File: src/rtl/reset_sequencer.sv
// Reset synchroniser and sequencer: synchronises board reset, holds,
// then releases N active-low resets in order with a fixed gap.
module reset_sequencer #(
    parameter int SYNC_STAGES = 2,
    parameter int N_OUTPUTS   = 4,
    parameter int MIN_ASSERT  = 8,
    parameter int RELEASE_GAP = 4
) (
    input  logic                 clk,
    input  logic                 rst_n,
    input  logic                 sw_rst_req,
    output logic [N_OUTPUTS-1:0] srst_n,
    output logic                 rst_done
);

    localparam int CNT_MAX = (MIN_ASSERT > RELEASE_GAP) ? MIN_ASSERT : RELEASE_GAP;
    localparam int CNT_W   = $clog2(CNT_MAX + 1);
    localparam int IDX_W   = $clog2(N_OUTPUTS + 1);

    if (SYNC_STAGES < 2) begin : g_bad_sync
        $fatal(1, "reset_sequencer: SYNC_STAGES must be >= 2");
    end
    if (N_OUTPUTS < 1) begin : g_bad_nout
        $fatal(1, "reset_sequencer: N_OUTPUTS must be >= 1");
    end
    if (MIN_ASSERT < 1) begin : g_bad_min
        $fatal(1, "reset_sequencer: MIN_ASSERT must be >= 1");
    end
    if (RELEASE_GAP < 1) begin : g_bad_gap
        $fatal(1, "reset_sequencer: RELEASE_GAP must be >= 1");
    end

    typedef enum logic [1:0] {
        RESET,
        HOLD,
        RELEASE,
        DONE
    } state_e;

    state_e               state_q, state_d;
    logic [CNT_W-1:0]     cnt_q, cnt_d;
    logic [IDX_W-1:0]     idx_q, idx_d;
    logic [N_OUTPUTS-1:0] srst_q, srst_d;
    logic                 done_q, done_d;
    logic [SYNC_STAGES-1:0] sync_q;
    logic                 rst_sync;

    // Async clear, ones shifted in only after rst_n is released
    always_ff @(posedge clk or negedge rst_n) begin
        if (!rst_n) begin
            sync_q <= '0;
        end else begin
            sync_q <= {sync_q[SYNC_STAGES-2:0], 1'b1};
        end
    end

    assign rst_sync = sync_q[SYNC_STAGES-1];

    always_ff @(posedge clk or negedge rst_n) begin
        if (!rst_n) begin
            state_q <= RESET;
            cnt_q   <= '0;
            idx_q   <= '0;
            srst_q  <= '0;
            done_q  <= 1'b0;
        end else begin
            state_q <= state_d;
            cnt_q   <= cnt_d;
            idx_q   <= idx_d;
            srst_q  <= srst_d;
            done_q  <= done_d;
        end
    end

    always_comb begin
        state_d = state_q;
        cnt_d   = cnt_q;
        idx_d   = idx_q;
        srst_d  = srst_q;
        done_d  = done_q;
        unique case (state_q)
            RESET: begin
                if (rst_sync) begin
                    state_d = HOLD;
                    cnt_d   = '0;
                end
            end
            HOLD: begin
                if (cnt_q == CNT_W'(MIN_ASSERT - 1)) begin
                    srst_d[0] = 1'b1;
                    idx_d     = IDX_W'(1);
                    cnt_d     = '0;
                    state_d   = (N_OUTPUTS == 1) ? DONE : RELEASE;
                    done_d    = (N_OUTPUTS == 1);
                end else begin
                    cnt_d = cnt_q + 1'b1;
                end
            end
            RELEASE: begin
                if (cnt_q == CNT_W'(RELEASE_GAP - 1)) begin
                    for (int i = 0; i < N_OUTPUTS; i++) begin
                        if (idx_q == IDX_W'(i)) begin
                            srst_d[i] = 1'b1;
                        end
                    end
                    idx_d = idx_q + 1'b1;
                    cnt_d = '0;
                    if (idx_q == IDX_W'(N_OUTPUTS - 1)) begin
                        state_d = DONE;
                        done_d  = 1'b1;
                    end
                end else begin
                    cnt_d = cnt_q + 1'b1;
                end
            end
            DONE: begin
            end
            default: state_d = RESET;
        endcase
        // Software request restarts the hold phase; ignored until synchronised
        if (sw_rst_req && (state_q != RESET)) begin
            srst_d  = '0;
            done_d  = 1'b0;
            cnt_d   = '0;
            idx_d   = '0;
            state_d = HOLD;
        end
    end

    assign srst_n   = srst_q;
    assign rst_done = done_q;

endmodule

File: config.mk
export PLATFORM = sky130hd
export DESIGN_NAME = reset_sequencer
export DESIGN_NICKNAME = d
export VERILOG_FILES = /design/src/rtl/reset_sequencer.sv
export SDC_FILE = /design/constraint.sdc
export NUM_CORES = 1
export LEC_CHECK = 0
export BUFFER_PORTS_ARGS = -buffer_cell sky130_fd_sc_hd__buf_4
export CORE_MARGIN = 8
export CORE_UTILIZATION = 34
export CTS_CLUSTER_DIAMETER = 30
export DETAILED_ROUTE_END_ITERATION = 12
export PLACE_DENSITY = 0.49
export SYNTH_ARGS = -nofsm -noshare
export SYNTH_HDL_FRONTEND = slang
export SYNTH_SLANG_ARGS = --single-unit
File: constraint.sdc
create_clock -name clk -period 2.1 [get_ports clk]
set_clock_uncertainty 0.15 [all_clocks]
set_input_delay 0 -clock clk [delete_from_list [all_inputs] [get_ports clk]]
set_output_delay 0 -clock clk [all_outputs]
set_load 0.02 [all_outputs]
==> metrics.md <==
| Metric | Value |
|---|---|
| H-tree levels | `1` |
| Crit path time final | `1960 ps` |
| Initial antenna violation count | `0` |
| #FFs+latches synth | `16` |
| Synthesized instance count | `95` |
| GRT Total Usage | `under 10%` |
| Reg2reg path depth | `6` |
| Share of cells above drive strength 1 | `between 10% and 20%` |
| Count of final hold-check violations | `0` |
| Die footprint | `4890 um^2` |
| Largest net degree at the start of global routing | `17` |
| Fin crit share | `~93%` |
| Layout area overhead | `16.3%` |
| Post-Place Cell Area | `about 1100 um^2` |
| CP Capture Type | `flop` |
| DP Worst Slack | `approximately 130 ps` |
| Worst-path clk slew | `90 ps` |
| Met2 wire len | `914 um` |
| Root buf cell | `clkbuf_4` |
| Vias per inst | `5.26` |
| Crit Path Class | `flop to flop` |
| Final core occ | `about two fifths` |
| Cell leakage power | `0.564 nW` |
| Vias | `741` |
| Max layer used | `met4` |
| Syn nets | `108` |
| Sink Count | `16` |
| Final worst setup slack | `138 ps` |
| Row Count | `19` |
| Drt total wl | `about 2100 um` |
| Mean Syn Cell Area | `between 10 and 15 um^2` |
| Run status | `finished clean` |
| TritonRoute pass-1 iters | `4` |
| Worst-path maximum fanout | `6` |
| Antenna fix cells | `0` |
| CTS buffer count | `3` |
| Hpwl dp | `1550 um` |
| Worst-Margin Slew | `789 ps` |
| Setup TNS | `0 ps` |
| Nets | `125` |
| Overall Power | `~650 uW` |
| Max cap viols | `0` |
| Slew Viols, Final | `0` |
| Worst VDD drop | `0.302 mV` |
| Die H | `69.9 um` |
| Routed WL per cell | `between 10 and 15 um` |
| Hold path cells | `5` |
| Post-Syn Area | `between 900 and 1000 um^2` |
| PwrDens | `569 nW/um^2` |
| DIE WIDTH | `69.9 um` |
| Clock latency on the worst-skew pair | `280 ps` |
| Unrepaired setup endpoints after global routing | `false` |
| DRC | `0` |
| Vias in the first global route | `766` |
| Clock Path Buffers | `2` |
| Grt ovf | `0` |
| Seq/Total Area, Yosys | `around two fifths` |
| Gpl congestion | `0.796` |
| Worst Hold Class | `primary input to flop` |
| DR WL met3 | `71 um` |
| PortBufs | `7` |
| Fin area | `1150 um^2` |
| Routed Antenna Nets | `0` |
| Global-route wire length before repair | `roughly 3600 um` |
| Endpoints failing setup | `0` |
| CTS tree | `yes` |
| CP Launch Type | `flop` |
| Starting Density | `35.8%` |
| Core ar. | `2760 um^2` |
| Relative slew slack | `47.2%` |
| Crit path required time | `~2100 ps` |
| 1st-iter DRT viols | `42` |
| IO Count | `8` |
| Fmax | `510 MHz` |
| Critical Path AT | `1960 ps` |
| DRT met1 WL | `between 1000 and 1500 um` |
| Netlist cell types | `39` |
| Syn. warnings | `0` |
[per-layer routing]
metal | global-route usage (%) | vias to the layer above
met1 | 12.0 | 346
li1 | - | 379
met2 | 13.0 | 14
met3 | 1.41 | 2
met4 | 4.02 | 0
met5 | 0 | -
[sequential cells by signal (all words and copies together) (netlist names)]
register,count
idx_q,3
cnt_q,4
rst_done,1
sync_q,2
state_q,2
srst_n,4
[cell usage after synthesis]
master	instances	area [um^2]
o31ai_1	1	7.51
or2_1	1	6.26
mux2_4	1	15.0
a21oi_1	4	20.0
nor2b_1	2	12.5
buf_2	1	5.00
dfrtp_1	16	400
conb_1	1	3.75
a22oi_1	1	7.51
xnor2_1	1	8.76
nand3b_1	1	7.51
nand2_1	4	15.0
o2111ai_1	1	8.76
o31a_1	1	8.76
o21ai_0	5	25.0
o21a_1	1	7.51
o211ai_1	1	7.51
ha_1	10	125
nor3_1	1	5.00
nor4_1	2	12.5
nor3_2	1	10.0
a221oi_1	1	8.76
nor3b_1	1	7.51
and3_1	2	12.5
nor2_1	1	3.75
nand2b_1	4	25.0
nand3_1	3	15.0
or3b_4	1	11.3
o21ai_1	1	5.00
o211a_1	1	10.0
a22o_1	5	43.8
a21boi_0	1	7.51
o41ai_1	1	8.76
o31ai_4	1	21.3
nor3b_2	2	25.0
inv_1	9	33.8
mux2i_1	1	10.0
o22ai_1	2	12.5
a21o_1	1	7.51
[per-stage QoR]
stage / hold slack, ps / cells
2_1_floorplan: -446 / 95
3_3_place_gp: -273 / 135
3_5_place_dp: -273 / 135
4_1_cts: 64.6 / 140
5_1_grt: 113 / 141
6_report: 72.2 / 141
[what timing repair did]
action                                 in CTS  in global routing
endpoints found under the hold margin      16                  0
setup buffers                               0                  1
setup endpoints to repair                   0                  1
hold buffers                                2                  0
gates resized for setup                     0                  1
[cells in the final DEF, fill, tap and decap left out, types with 3 or more instances in the layout]
cell,synthesis,routed
clkbuf_4,0,3
dfrtp_1,16,16
a21oi_1,4,4
inv_1,9,9
nand3_1,3,3
nand2b_1,4,4
nand2_1,4,4
ha_1,10,9
o21ai_0,5,5
a22o_1,5,5
buf_4,0,11
[area by class of cell]
| cell class | instances | area [um^2] |
|---|---|---|
| clock buffers | 3 | 22.5 |
| fillers | 271 | 1610 |
| inverters | 9 | 33.8 |
| multi-input cells | 69 | 552 |
| flip-flops and latches | 16 | 400 |
| well taps | 31 | 38.8 |
| repair buffers | 13 | 103 |
[critical path, cell delays in order, from the launching register on]
cell,delay (ps)
dfrtp_1,450
inv_1,120
ha_2,240
nand2b_1,200
o21ai_0,150
o31ai_1,390
a22oi_1,110
[power breakdown]
part	switching, mW	leakage, nW	total (mW)	internal [mW]
combinational	0.0790	0.339	0.140	0.0607
sequential	0.0216	0.211	0.352	0.330
clock	0.0966	0.0138	0.163	0.0665
[cells by family after synthesis]
| logic type | share of synthesized area [%] |
|---|---|
| xor+xnor | 0.886 |
| flops | 40.5 |
| other cells | 0.379 |
| buf+inv | 3.92 |
| mux | 2.53 |
| simple gates | 17.1 |
| fa+ha+maj | 12.7 |
| compound gates | 22.0 |
[worst paths after layout]
kind | slack (ps) | startpoint | endpoint
worst min register to register | 210 | sync_q[0] | sync_q[1]
worst min-delay path | 70 | sw_rst_req | srst_n[0]
max in group asynchronous | 600 | rst_n | cnt_q[0]
min in group asynchronous | 710 | rst_n | srst_n[2]
worst max-delay path | 140 | state_q[1] | state_q[0]
worst max register to register | 140 | state_q[1] | state_q[0]
Power figures use the tool's default switching activity.
